<file path="config.mk">
export PLATFORM = sky130hd
export DESIGN_NAME = int0_mul_wb_stage
export DESIGN_NICKNAME = d
export VERILOG_FILES = /design/src/rtl/int0_mul_wb_stage_pkg.sv /design/src/rtl/int0_skid_buf2.sv /design/src/rtl/int0_mul_wb_stage.sv
export SDC_FILE = /design/constraint.sdc
export NUM_CORES = 1
export LEC_CHECK = 0
export ABC_AREA = 0
export CORE_AREA = 2 2 103 130
export CTS_CLUSTER_DIAMETER = 30
export DETAILED_ROUTE_END_ITERATION = 10
export DIE_AREA = 0 0 105 132
export DONT_BUFFER_PORTS = 1
export MAX_ROUTING_LAYER = met4
export PLACE_DENSITY = 0.63
export SKIP_LAST_GASP = 1
export SLEW_MARGIN = 20
export SYNTH_ARGS = -nofsm -noshare
export SYNTH_HDL_FRONTEND = slang
export SYNTH_HIERARCHICAL = 1
export SYNTH_SLANG_ARGS = --single-unit
</file>
<file path="constraint.sdc">
create_clock -name clk_i_mwb -period 2.6 [get_ports clk_i_mwb]
set_input_delay 0.26 -clock clk_i_mwb [delete_from_list [all_inputs] [get_ports clk_i_mwb]]
set_output_delay 0.26 -clock clk_i_mwb [all_outputs]
set_load 0.02 [all_outputs]
</file>
<file path="src/rtl/int0_mul_wb_stage_pkg.sv">
// Shared Int0 definitions: payload widths, condition-code bit positions,
// skid FSM state encoding and the default multiplier writeback entry.
package int0_mul_wb_stage_pkg;

    localparam int unsigned RSLT_W = 32;
    localparam int unsigned CC_W   = 2;
    localparam int unsigned TAG_W  = 12;
    localparam int unsigned DST_W  = 5;

    localparam int unsigned CC_ZERO = 0;
    localparam int unsigned CC_OVF  = 1;

    typedef enum logic [1:0] {
        ST_EMPTY = 2'd0,
        ST_ONE   = 2'd1,
        ST_TWO   = 2'd2
    } state_t;

    typedef struct packed {
        logic [RSLT_W-1:0] rslt;
        logic [CC_W-1:0]   cc;
        logic [TAG_W-1:0]  tag;
        logic              tagop;
        logic [DST_W-1:0]  dst;
    } entry_t;

endpackage

</file>
<file path="src/rtl/int0_skid_buf2.sv">
// Generic 2-entry skid FIFO: head register feeds the consumer directly, skid
// register absorbs the one in-flight entry when the consumer stalls.
module int0_skid_buf2
    import int0_mul_wb_stage_pkg::*;
#(
    parameter type item_t = int0_mul_wb_stage_pkg::entry_t
) (
    input  logic  clk,
    input  logic  rst,
    input  logic  flush,
    input  logic  in_vld,
    output logic  in_rdy,
    input  item_t in_data,
    output logic  out_vld,
    input  logic  out_rdy,
    output item_t out_data
);

    state_t state;
    item_t  skid;
    logic   push;
    logic   pop;

    assign push = in_vld & in_rdy;
    assign pop  = out_vld & out_rdy;

    // in_rdy is registered from state so it never sees out_rdy combinationally
    always_ff @(posedge clk) begin
        if (rst) begin
            state    <= ST_EMPTY;
            out_vld  <= 1'b0;
            in_rdy   <= 1'b1;
            out_data <= '0;
            skid     <= '0;
        end else if (flush) begin
            state   <= ST_EMPTY;
            out_vld <= 1'b0;
            in_rdy  <= 1'b1;
        end else begin
            case (state)
                ST_EMPTY: begin
                    if (push) begin
                        out_data <= in_data;
                        out_vld  <= 1'b1;
                        state    <= ST_ONE;
                    end
                end
                ST_ONE: begin
                    case ({push, pop})
                        2'b10: begin
                            skid   <= in_data;
                            in_rdy <= 1'b0;
                            state  <= ST_TWO;
                        end
                        2'b01: begin
                            out_vld <= 1'b0;
                            state   <= ST_EMPTY;
                        end
                        2'b11: out_data <= in_data;
                        default: ;
                    endcase
                end
                ST_TWO: begin
                    if (pop) begin
                        out_data <= skid;
                        in_rdy   <= 1'b1;
                        state    <= ST_ONE;
                    end
                end
                default: begin
                    state   <= ST_EMPTY;
                    out_vld <= 1'b0;
                    in_rdy  <= 1'b1;
                end
            endcase
        end
    end

endmodule

</file>
<file path="src/rtl/int0_mul_wb_stage.sv">
// Int0 multiplier output stage: skid-buffered handoff to the writeback arbiter
// plus sticky overflow flag and saturating overflow event counter.
module int0_mul_wb_stage
    import int0_mul_wb_stage_pkg::RSLT_W, int0_mul_wb_stage_pkg::CC_W,
           int0_mul_wb_stage_pkg::TAG_W, int0_mul_wb_stage_pkg::CC_OVF;
#(
    parameter int unsigned DST_W = int0_mul_wb_stage_pkg::DST_W,
    parameter int unsigned CNT_W = 16
) (
    input  logic              clk_i_mwb,
    input  logic              rst_i_mwb,
    input  logic              vld_i_mwb,
    output logic              rdy_o_mwb,
    input  logic [RSLT_W-1:0] rslt_i_mwb,
    input  logic [CC_W-1:0]   cc_i_mwb,
    input  logic [TAG_W-1:0]  tag_i_mwb,
    input  logic              tagop_i_mwb,
    input  logic [DST_W-1:0]  dst_i_mwb,
    input  logic              flush_i_mwb,
    input  logic              clr_i_mwb,
    output logic              vld_o_mwb,
    input  logic              rdy_i_mwb,
    output logic [RSLT_W-1:0] rslt_o_mwb,
    output logic [CC_W-1:0]   cc_o_mwb,
    output logic [TAG_W-1:0]  tag_o_mwb,
    output logic              tagop_o_mwb,
    output logic [DST_W-1:0]  dst_o_mwb,
    output logic              ovf_sticky_o_mwb,
    output logic [CNT_W-1:0]  ovf_cnt_o_mwb
);

    // Same layout as the package entry, with the destination width taken from DST_W
    typedef struct packed {
        logic [RSLT_W-1:0] rslt;
        logic [CC_W-1:0]   cc;
        logic [TAG_W-1:0]  tag;
        logic              tagop;
        logic [DST_W-1:0]  dst;
    } stage_entry_t;

    localparam logic [CNT_W-1:0] CNT_MAX = '1;

    stage_entry_t in_entry;
    stage_entry_t head;
    logic         ovf_push;

    assign in_entry = '{rslt:  rslt_i_mwb,
                        cc:    cc_i_mwb,
                        tag:   tag_i_mwb,
                        tagop: tagop_i_mwb,
                        dst:   dst_i_mwb};

    int0_skid_buf2 #(
        .item_t (stage_entry_t)
    ) u_skid (
        .clk      (clk_i_mwb),
        .rst      (rst_i_mwb),
        .flush    (flush_i_mwb),
        .in_vld   (vld_i_mwb),
        .in_rdy   (rdy_o_mwb),
        .in_data  (in_entry),
        .out_vld  (vld_o_mwb),
        .out_rdy  (rdy_i_mwb),
        .out_data (head)
    );

    assign rslt_o_mwb  = head.rslt;
    assign cc_o_mwb    = head.cc;
    assign tag_o_mwb   = head.tag;
    assign tagop_o_mwb = head.tagop;
    assign dst_o_mwb   = head.dst;

    // Overflow is architectural at accept time, so a push dropped by flush still counts
    assign ovf_push = vld_i_mwb & rdy_o_mwb & cc_i_mwb[CC_OVF];

    always_ff @(posedge clk_i_mwb) begin
        if (rst_i_mwb) begin
            ovf_sticky_o_mwb <= 1'b0;
            ovf_cnt_o_mwb    <= '0;
        end else if (clr_i_mwb) begin
            ovf_sticky_o_mwb <= ovf_push;
            ovf_cnt_o_mwb    <= ovf_push ? CNT_W'(1) : '0;
        end else if (ovf_push) begin
            ovf_sticky_o_mwb <= 1'b1;
            if (ovf_cnt_o_mwb != CNT_MAX) begin
                ovf_cnt_o_mwb <= ovf_cnt_o_mwb + CNT_W'(1);
            end
        end
    end

endmodule

</file>
== Word level (Yosys, flattened, before mapping) ==
Index checks and enable logic that the tools add are counted.

* Latch bits: 0
* Memories kept: 0
* Bits in writable memories: 0
* Output and inout bits: 71
* Register bits: 125
* Memory bits (read-only): 0
* Word-level logic and storage cells: 65
* Input port bits: 58

* Mux-type cells: 20
* Eq/ne operators: 12
* $add $sub $neg: 1
* Bitwise gates (word level): 6
* Multiply operators: 0
* Shift-type cells: 0
* Reduce and logical (&&, ||, !) cells: 11
* Div/mod/pow operators: 0
* Order comparisons: 0

{| class="wikitable"
|+ Operator list
! cell !! number
|-
| 52-bit 2-to-1 mux || 3
|-
| 52-bit case mux with 3 select lines || 1
|-
| 16-bit 2-to-1 mux || 3
|-
| 16-bit by 1-bit adder with 16-bit output (second input constant) || 1
|-
| 16-bit inequality test (second input constant) || 1
|-
| 3-bit AND reduction || 4
|-
| 1-bit 2-to-1 mux || 7
|-
| 2-bit == test (second input constant) || 3
|-
| 2-bit by 1-bit inequality test with 1-bit output (second input constant) || 3
|-
| 1-bit case mux with 3 select lines || 2
|-
| 2-bit case mux with 3 select lines || 1
|-
| 5-bit AND reduction || 1
|-
| 2-bit by 1-bit == test with 1-bit output (second input constant) || 2
|-
| 2-bit 2-to-1 mux || 2
|-
| 2-bit inequality test (second input constant) || 2
|-
| 2-bit case mux with 2 select lines || 1
|-
| 2-bit nonzero test || 2
|-
| 1-bit bitwise AND || 3
|-
| 3-bit by 2-bit inequality test with 1-bit output (second input constant) || 1
|-
| 1-bit inverter || 3
|-
| 3-bit nonzero test || 1
|-
| 2-bit logical NOT || 1
|-
| 2-bit AND reduction || 1
|-
| 2-bit OR reduction || 1
|}

== Longest topological paths before layout ==
Gate-level depths: netlist (run 1).

* Depth after elaboration: 4
* Mapped depth: 7
* Gate-level depth less buffers: 5

== Modules after synthesis ==
Netlist (run 1), hierarchy kept.

{| class="wikitable"
|+ Modules (own cells, without submodules)
! module !! times used !! cells each !! seq. area each (um^2) !! area each (um^2)
|-
| int0_skid_buf2 || 1 || 495 || 2,162.1 || 4,654.5
|-
| int0_mul_wb_stage || 1 || 106 || 340.3 || 924.6
|}

== Worst setup path after synthesis (run 1) ==
No wires, ideal clock.

* Kind: flip-flop to flip-flop
* From: register u_skid.in_rdy
* To: register u_skid/skid[0] (netlist bit)
* Library setup time: 0.132 ns
* Stages on the path, launching flop included: 7
* Buffers on the path: 2
* Clock period less this slack: 1.841 ns
* Data required time: 2.468 ns
* Path slack: 0.759 ns
* Data arrival time: 1.709 ns
* Cells stage by stage: dfxtp_1 -> nand2_1 -> or4_1 -> clkbuf_1 -> clkbuf_1 -> nand2_1 -> a21oi_1

* Word-level cells in the longest chain between the ends: 3

{| class="wikitable"
|+ Ends and longest elaborated chain
! what !! line !! source
|-
| from (decl) || int0_skid_buf2.sv:12 || <nowiki>output logic in_rdy,</nowiki>
|-
| from (signal assigned) || int0_skid_buf2.sv:32 || <nowiki>in_rdy <= 1'b1;</nowiki>
|-
| from (signal assigned) || int0_skid_buf2.sv:38 || <nowiki>in_rdy <= 1'b1;</nowiki>
|-
| from (signal assigned) || int0_skid_buf2.sv:52 || <nowiki>in_rdy <= 1'b0;</nowiki>
|-
| 1-bit bitwise AND || int0_skid_buf2.sv:24 || <nowiki>assign push = in_vld & in_rdy;</nowiki>
|-
| 2-bit == test || int0_skid_buf2.sv:49 || <nowiki>case ({push, pop})</nowiki>
|-
| 3-bit AND reduction (no line) || - ||
|-
| to (signal assigned) || int0_skid_buf2.sv:51 || <nowiki>skid <= in_data;</nowiki>
|-
| to (decl) || int0_skid_buf2.sv:20 || <nowiki>item_t skid;</nowiki>
|}

Every way passes these cells.
A chain may end at the register's enable or synchronous reset.

== Final worst setup path (run 1) ==
* From: register u_skid.out_vld
* To: register u_skid/out_data[39] (netlist bit)

* Word-level cells in the longest chain between the ends: 4
* Elaborated cells between the ends (all ways): 5
* Those cells by class: eq/ne (3); bitwise (1); reduce/logical (1)

{| class="wikitable"
|+ Ends and longest elaborated chain
! what !! line !! source
|-
| from (decl) || int0_skid_buf2.sv:14 || <nowiki>output logic out_vld,</nowiki>
|-
| from (signal assigned) || int0_skid_buf2.sv:31 || <nowiki>out_vld <= 1'b0;</nowiki>
|-
| from (signal assigned) || int0_skid_buf2.sv:37 || <nowiki>out_vld <= 1'b0;</nowiki>
|-
| from (signal assigned) || int0_skid_buf2.sv:44 || <nowiki>out_vld <= 1'b1;</nowiki>
|-
| 1-bit bitwise AND (*) || int0_skid_buf2.sv:25 || <nowiki>assign pop = out_vld & out_rdy;</nowiki>
|-
| 2-bit == test || int0_skid_buf2.sv:49 ||
|-
| 2-bit inequality test (no line) || - ||
|-
| 5-bit AND reduction (no line) (*) || - ||
|-
| to (signal assigned) || int0_skid_buf2.sv:43 || <nowiki>out_data <= in_data;</nowiki>
|-
| to (signal assigned) || int0_skid_buf2.sv:59 || <nowiki>2'b11: out_data <= in_data;</nowiki>
|-
| to (signal assigned) || int0_skid_buf2.sv:65 || <nowiki>out_data <= skid;</nowiki>
|-
| to (decl) || int0_skid_buf2.sv:16 || <nowiki>output item_t out_data</nowiki>
|}

Every way passes the cells marked *; elsewhere a longest branch is shown, timed or not.

==> results of run 1 <==
registers in the layout, indices dropped and copies added (netlist names):
signal and cells:
u_skid/out_data 52, u_skid/skid 52, ovf_cnt_o_mwb 16, u_skid/state 2, ovf_sticky_o_mwb 1, u_skid/in_rdy 1
u_skid/out_vld 1
cells in the final DEF, fill, tap and decap left out, types with 2 or more instances in the layout:
| cell type | count |
|---|---|
| a211oi_1 | 2 |
| a211oi_2 | 50 |
| a21o_1 | 2 |
| a21oi_1 | 65 |
| a31oi_1 | 3 |
| and3_1 | 2 |
| and3_2 | 2 |
| buf_12 | 2 |
| buf_4 | 11 |
| clkbuf_1 | 4 |
| clkbuf_16 | 17 |
| clkbuf_8 | 3 |
| clkinv_2 | 3 |
| dfxtp_1 | 125 |
| dlygate4sd3_1 | 66 |
| inv_1 | 4 |
| mux2i_1 | 52 |
| nand2_1 | 113 |
| nand2b_1 | 2 |
| nand3_1 | 8 |
| nand4_1 | 4 |
| nor2_1 | 8 |
| nor3_1 | 55 |
| nor3b_1 | 3 |
| nor4_1 | 3 |
| nor4_4 | 3 |
| o211ai_1 | 2 |
| o21a_1 | 4 |
| o21ai_0 | 5 |
| o31ai_1 | 7 |
| or2_2 | 2 |
| or3_1 | 2 |
| or4_1 | 5 |
logic make-up (layout without fill, tap and decap cells):
family                   count (synthesis)  after routing  synth area share [%]
buffers and inverters                   53            112                  4.66
flip-flops                             125            125                  44.9
adder cells (fa/ha/maj)                  1              1                 0.224
other                                    0              1                     0
AO/OA/AOI/OAI                          146            146                  21.2
multiplexers                            52             52                  9.33
AND/OR/NAND/NOR                        224            224                  19.7
worst paths after layout:
path	endpoint	slack, ns	cells past startpoint
hold / removal	u_skid/skid[1]	0.02	2
hold reg to reg	u_skid/skid[6]	0.45	2
setup / recovery	u_skid/out_data[39]	0.18	6
setup reg to reg	u_skid/out_data[39]	0.18	6
per-layer routing:
metal | global-route usage, % | vias to the layer above | wire length [um]
met4 | 7.85 | 0 | 250
li1 | - | 2268 | -
met3 | 6.97 | 22 | 953
met5 | - | - | 0
met1 | 24.3 | 2202 | 6040
met2 | 37.9 | 133 | 7550
final cells by class:
cell class,instances,area share (%)
Multi-Input combinational cell,423,41.3
Sequential cell,125,36.3
Timing Repair Buffer,81,11.9
Clock buffer,24,6.99
Tap cell,168,3.05
Clock inverter,3,0.218
Inverter,4,0.218
Antenna cell,1,0.0363
stage by stage:
| step | std cells | cell area [um^2] |
|---|---|---|
| after global routing | 829 | 6890 |
| after detailed placement | 732 | 5690 |
| after global placement | 732 | 5690 |
| after floorplan | 601 | 5580 |
| final | 829 | 6890 |
| after CTS | 826 | 6870 |
worst reg2reg max path, cell delays in order (launching register included):
cell and delay (ns):
dfxtp_1 0.50, nand2_1 0.25, a211oi_4 0.32, buf_6 0.37, nor3_1 0.13, a211oi_2 0.21, dlygate4sd3_1 0.59
power breakdown:
group	leakage (uW)	switching, uW	internal [uW]
Combinational	0.00144	215	207
Clock	0.000248	758	1260
Sequential	0.00102	144	2000
Total	0.00271	1120	3470
repair_timing:
item                       4_1_cts  5_1_grt
resized for setup                0        1
hold buffers                    67        0
hold endpoints to repair       107        0
setup endpoints to repair        0       11
buffers inserted                 0        2
==> results_dict.tcl, run 1 <==
set metrics [dict create \
    status "completed" \
    drt_iter0_drc 242 \
    via_per_inst 5.58 \
    tritoncts "yes" \
    reg2reg_from "u_skid/out_vld" \
    yosysMostFrequentCell "dfxtp_1" \
    die-height_um 132 \
    routabilityCongestion 0.802 \
    clk_pin_slew_worst_paths_ns 0.05 \
    whs_ns 0.0187 \
    grt_pass1_vias 4703 \
    grt_max_degree 92 \
    critical_path.startpoint "u_skid/out_vld" \
    numCtsBuffers 17 \
    synthTopCellsByCount "dfxtp_1 (125), nand2_1 (113), a21oi_1 (65)" \
    overflow 0 \
    final_core_util_pct 54.9 \
    io_buffer_count 0 \
    finalSetupTns_ns 0 \
    synth_ff_type "dfxtp_1" \
    worst-path-buf-inv 2 \
    cp.arrival_ns 2.75 \
    clk_path_buf_depth 2 \
    worst_skew_pair.late_latency_ns 0.39 \
    final_layout_size_suffix_gt1_share_pct 15.8 \
    setup_ws_ns 0.184 \
    die_width_um 105 \
    cap_violations 0 \
    mappedNetlistArea_um2 5580 \
    path_max_fanout 41 \
    rsz0062_at_grt "no" \
    boundaryPins 129 \
    rows 46 \
    hpwl_um 8960 \
    numClockSinks 125 \
    path_class "reg2reg" \
    yosysTopAreaCellShare_pct 44.9 \
    area_growth_pct 23.6 \
    ys_warn_count 6 \
    final_max_slew_viol_count 0 \
    ys_seq_area_share_pct 44.9 \
    start_util_pct 44.5 \
    multi_input_area_um2 2850 \
    antenna_left 0 \
    die-area_um2 13900 \
    antenna_found_initial 1 \
    syn-mean-instance-area_um2 9.28 \
    worst_slew_margin_rel_pct 66.4 \
    leakage_uw 0.00271 \
    crit_slowest_cell "dlygate4sd3_1" \
    slowest_delay_ns 0.59 \
    fin_skew_ns 0.00734 \
    yosysUniqueCellTypes 48 \
    crit_family "buffers and inverters" \
    root_buffer "clkbuf_16" \
    synth_edf_count 0 \
    yosysTopAreaCell "dfxtp_1" \
    synth_nets 660 \
    coreArea_um2 12500 \
    power_uw 4580 \
    critPathLaunchType "flip-flop" \
    via_count 4625 \
    setup_viol_count_final 0 \
    syn_inst 601 \
    power_density_nw_per_um2 665 \
    synth_seq_cells 125 \
    async_flop_share_pct 0 \
    timing.final.crit_share_pct 92.9 \
    grt_pass1_wl_um 24400 \
    hold_start "dst_i_mwb[1]" \
    dr.pass1.iters 5 \
    nets 711 \
    worst_slew_pin_slew_ns 0.499 \
    period_minus_slack_ns 2.42 \
    grt_usage_pct 22.2 \
    crit_chain "nand2_1 > a211oi_4 > buf_6 > nor3_1 > a211oi_2 > dlygate4sd3_1" \
    synth_area_leaders "dfxtp_1 (45%), a211oi_2 (11%), mux2i_1 (9.3%)" \
    dp_slack_ns 0.549 \
    irDropWorstVdd_uv 343 \
    max_freq_mhz 414 \
    regArea_um2 2500 \
    hp-class "in2reg" \
    end_kind "flip-flop" \
    post_drt_wl_per_cell_um 17.8 \
    htreeDepth 4 \
    wirelength_um 14800 \
    cp.required_ns 2.94 \
    drc 0 \
    fill_cells 1163 \
    hold_viol 0 \
]
Power figures use the tool's default switching activity.
==> inputs of run 2 (changes only) <==
- PLACE_DENSITY: 0.63 -> 0.65
- clock period: 2.6 -> 2.2 ns (I/O delays scaled with it)
==> results_dict.tcl, run 2 (synthesized netlist as in run 1, its figures left out) <==
set metrics [dict create \
    cp.required_ns 2.49 \
    root_buffer "clkbuf_16" \
    coreArea_um2 12500 \
    nets 652 \
    max_freq_mhz 501 \
    final_max_slew_viol_count 0 \
    worst_slew_margin_rel_pct 65.6 \
    slowest_delay_ns 0.60 \
    numClockSinks 125 \
    die-height_um 132 \
    cap_violations 0 \
    clk_path_buf_depth 2 \
    worst_slew_pin_slew_ns 0.511 \
    hold_start "rst_i_mwb" \
    dr.pass1.iters 4 \
    period_minus_slack_ns 2.00 \
    hpwl_um 8690 \
    tritoncts "yes" \
    grtUsageMet1_pct 21.6 \
    violations "negative hold slack" \
    worst-path-buf-inv 0 \
    rsz0062_at_grt "no" \
    final_common_cell "dfxtp_1" \
    hold_viol 73 \
    min_path_cells 1 \
    power_density_nw_per_um2 910 \
    start_util_pct 44.5 \
    ff2ff_path_depth 4 \
    hp-class "in2reg" \
    grt_max_degree 113 \
    grt_usage_pct 20.1 \
    crit_slowest_cell "nor4_4" \
    setup_viol_count_final 0 \
    post_drt_wl_per_cell_um 17.9 \
    irDropWorstVdd_uv 438 \
    drt_iter0_drc 225 \
    final_layout_size_suffix_gt1_share_pct 17.9 \
    crit_family "simple AND/OR/NAND/NOR gates" \
    reg2reg_to "ovf_cnt_o_mwb[0]" \
    routabilityCongestion 0.861 \
    min_to "u_skid/out_data[46]" \
    die-area_um2 13900 \
    boundaryPins 129 \
    path_max_fanout 9 \
    crit_chain "nand4_1 > nor4_4 > nor4_1 > a211o_1" \
    leakage_uw 0.00249 \
    antenna_left 0 \
    fin_area_um2 6410 \
    final_cell_mix "dfxtp_1 (125), nand2_1 (113), a21oi_1 (65)" \
    drc 0 \
    post-cts-setup-buffer-count 0 \
    grt_pass1_wl_um 21700 \
    die_width_um 105 \
    area_growth_pct 14.8 \
    timing.final.crit_share_pct 90.7 \
    reg2reg_from "ovf_cnt_o_mwb[8]" \
    rows 46 \
    grt.busiest_layer "met2" \
    whs_ns -0.0879 \
    fin_skew_ns 0.00716 \
    worst_skew_pair.late_latency_ns 0.41 \
    antenna_found_initial 0 \
    rrSetupSlack_ns 0.20 \
    clk_pin_slew_worst_paths_ns 0.06 \
    status "finished with violations" \
    via_count 4428 \
    reg.largest.list "u_skid/out_data (52), u_skid/skid (52), ovf_cnt_o_mwb (16)" \
    numCtsBuffers 17 \
    grt.met3_usage_pct 5.49 \
    crit_cells 4 \
    cp.arrival_ns 2.29 \
    path_class "reg2reg" \
    critPathLaunchType "flip-flop" \
    htreeDepth 4 \
    gr-usage-met2_pct 34.4 \
    finalSetupTns_ns 0 \
    grt_pass1_vias 4318 \
    end_kind "flip-flop" \
    via_per_inst 5.73 \
    io_buffer_count 0 \
    overflow 0 \
    dpl-instance-area_um2 5720 \
    wirelength_um 13800 \
    antennaDiodeCount 0 \
]
run 2: cell count changes in the layout (fill, tap and decap cells not counted), sizes merged:
cell	change
bufinv	+4
diode	-1
dlygate4sd3	-59
run 2: through the flow:
stage / util [%] / instances / power (uW) / worst slack [ns] / hold slack, ns
after global placement: 45.6 / 735 / 2920 / 0.294 / 0.297
after floorplan: - / 601 / 2890 / 0.359 / 0.289
after global routing: 51.1 / 773 / 6020 / 0.0288 / -0.108
after CTS: 50.9 / 771 / 5880 / 0.190 / -0.127
after detailed placement: 45.6 / 735 / 2940 / 0.218 / 0.302
final: 51.1 / 773 / 5830 / 0.204 / -0.0879
run 2: per-layer routing:
| layer | wire length, um | up-vias |
|---|---|---|
| li1 | - | 2150 |
| met1 | 5520 | 2125 |
| met2 | 7060 | 136 |
| met3 | 974 | 17 |
| met4 | 253 | 0 |
| met5 | 0 | - |
run 2: final cells by class:
cell class / count / area, um^2
Clock buffer: 24 / 482
Clock inverter: 7 / 135
Fill cell: 1183 / 6140
Inverter: 4 / 15.0
Multi-Input combinational cell: 423 / 2840
Sequential cell: 125 / 2500
Tap cell: 168 / 210
Timing Repair Buffer: 22 / 220
run 2: worst max-delay path by stage:
stage	slack (ns)	from	endpoint
final	0.20	ovf_cnt_o_mwb[8]	ovf_cnt_o_mwb[0]
after global routing	0.03	ovf_cnt_o_mwb[8]	ovf_cnt_o_mwb[5]
after CTS	0.19	ovf_cnt_o_mwb[8]	ovf_cnt_o_mwb[0]
after detailed placement	0.22	ovf_cnt_o_mwb[8]	ovf_cnt_o_mwb[0]
after global placement	0.29	ovf_cnt_o_mwb[8]	ovf_cnt_o_mwb[0]
after floorplan	0.36	u_skid/in_rdy	u_skid/skid[0]
run 2: worst reg2reg max path: cells and delay by family (launching register included):
kind | cells | cell delay [ns]
and+or+nand+nor | 3 | 1.08
AOI/OAI and AO/OA | 1 | 0.24
DFF | 1 | 0.57
run 2: what timing repair did:
| action | in CTS | in global routing |
|---|---|---|
| resized for setup | 0 | 0 |
| hold endpoints to repair | 108 | 104 |
| hold buffers | 5 | 2 |
run 2: power breakdown:
| group | switching (uW) | internal [uW] |
|---|---|---|
| Clock | 960 | 1980 |
| Sequential | 166 | 2360 |
| Combinational | 205 | 165 |
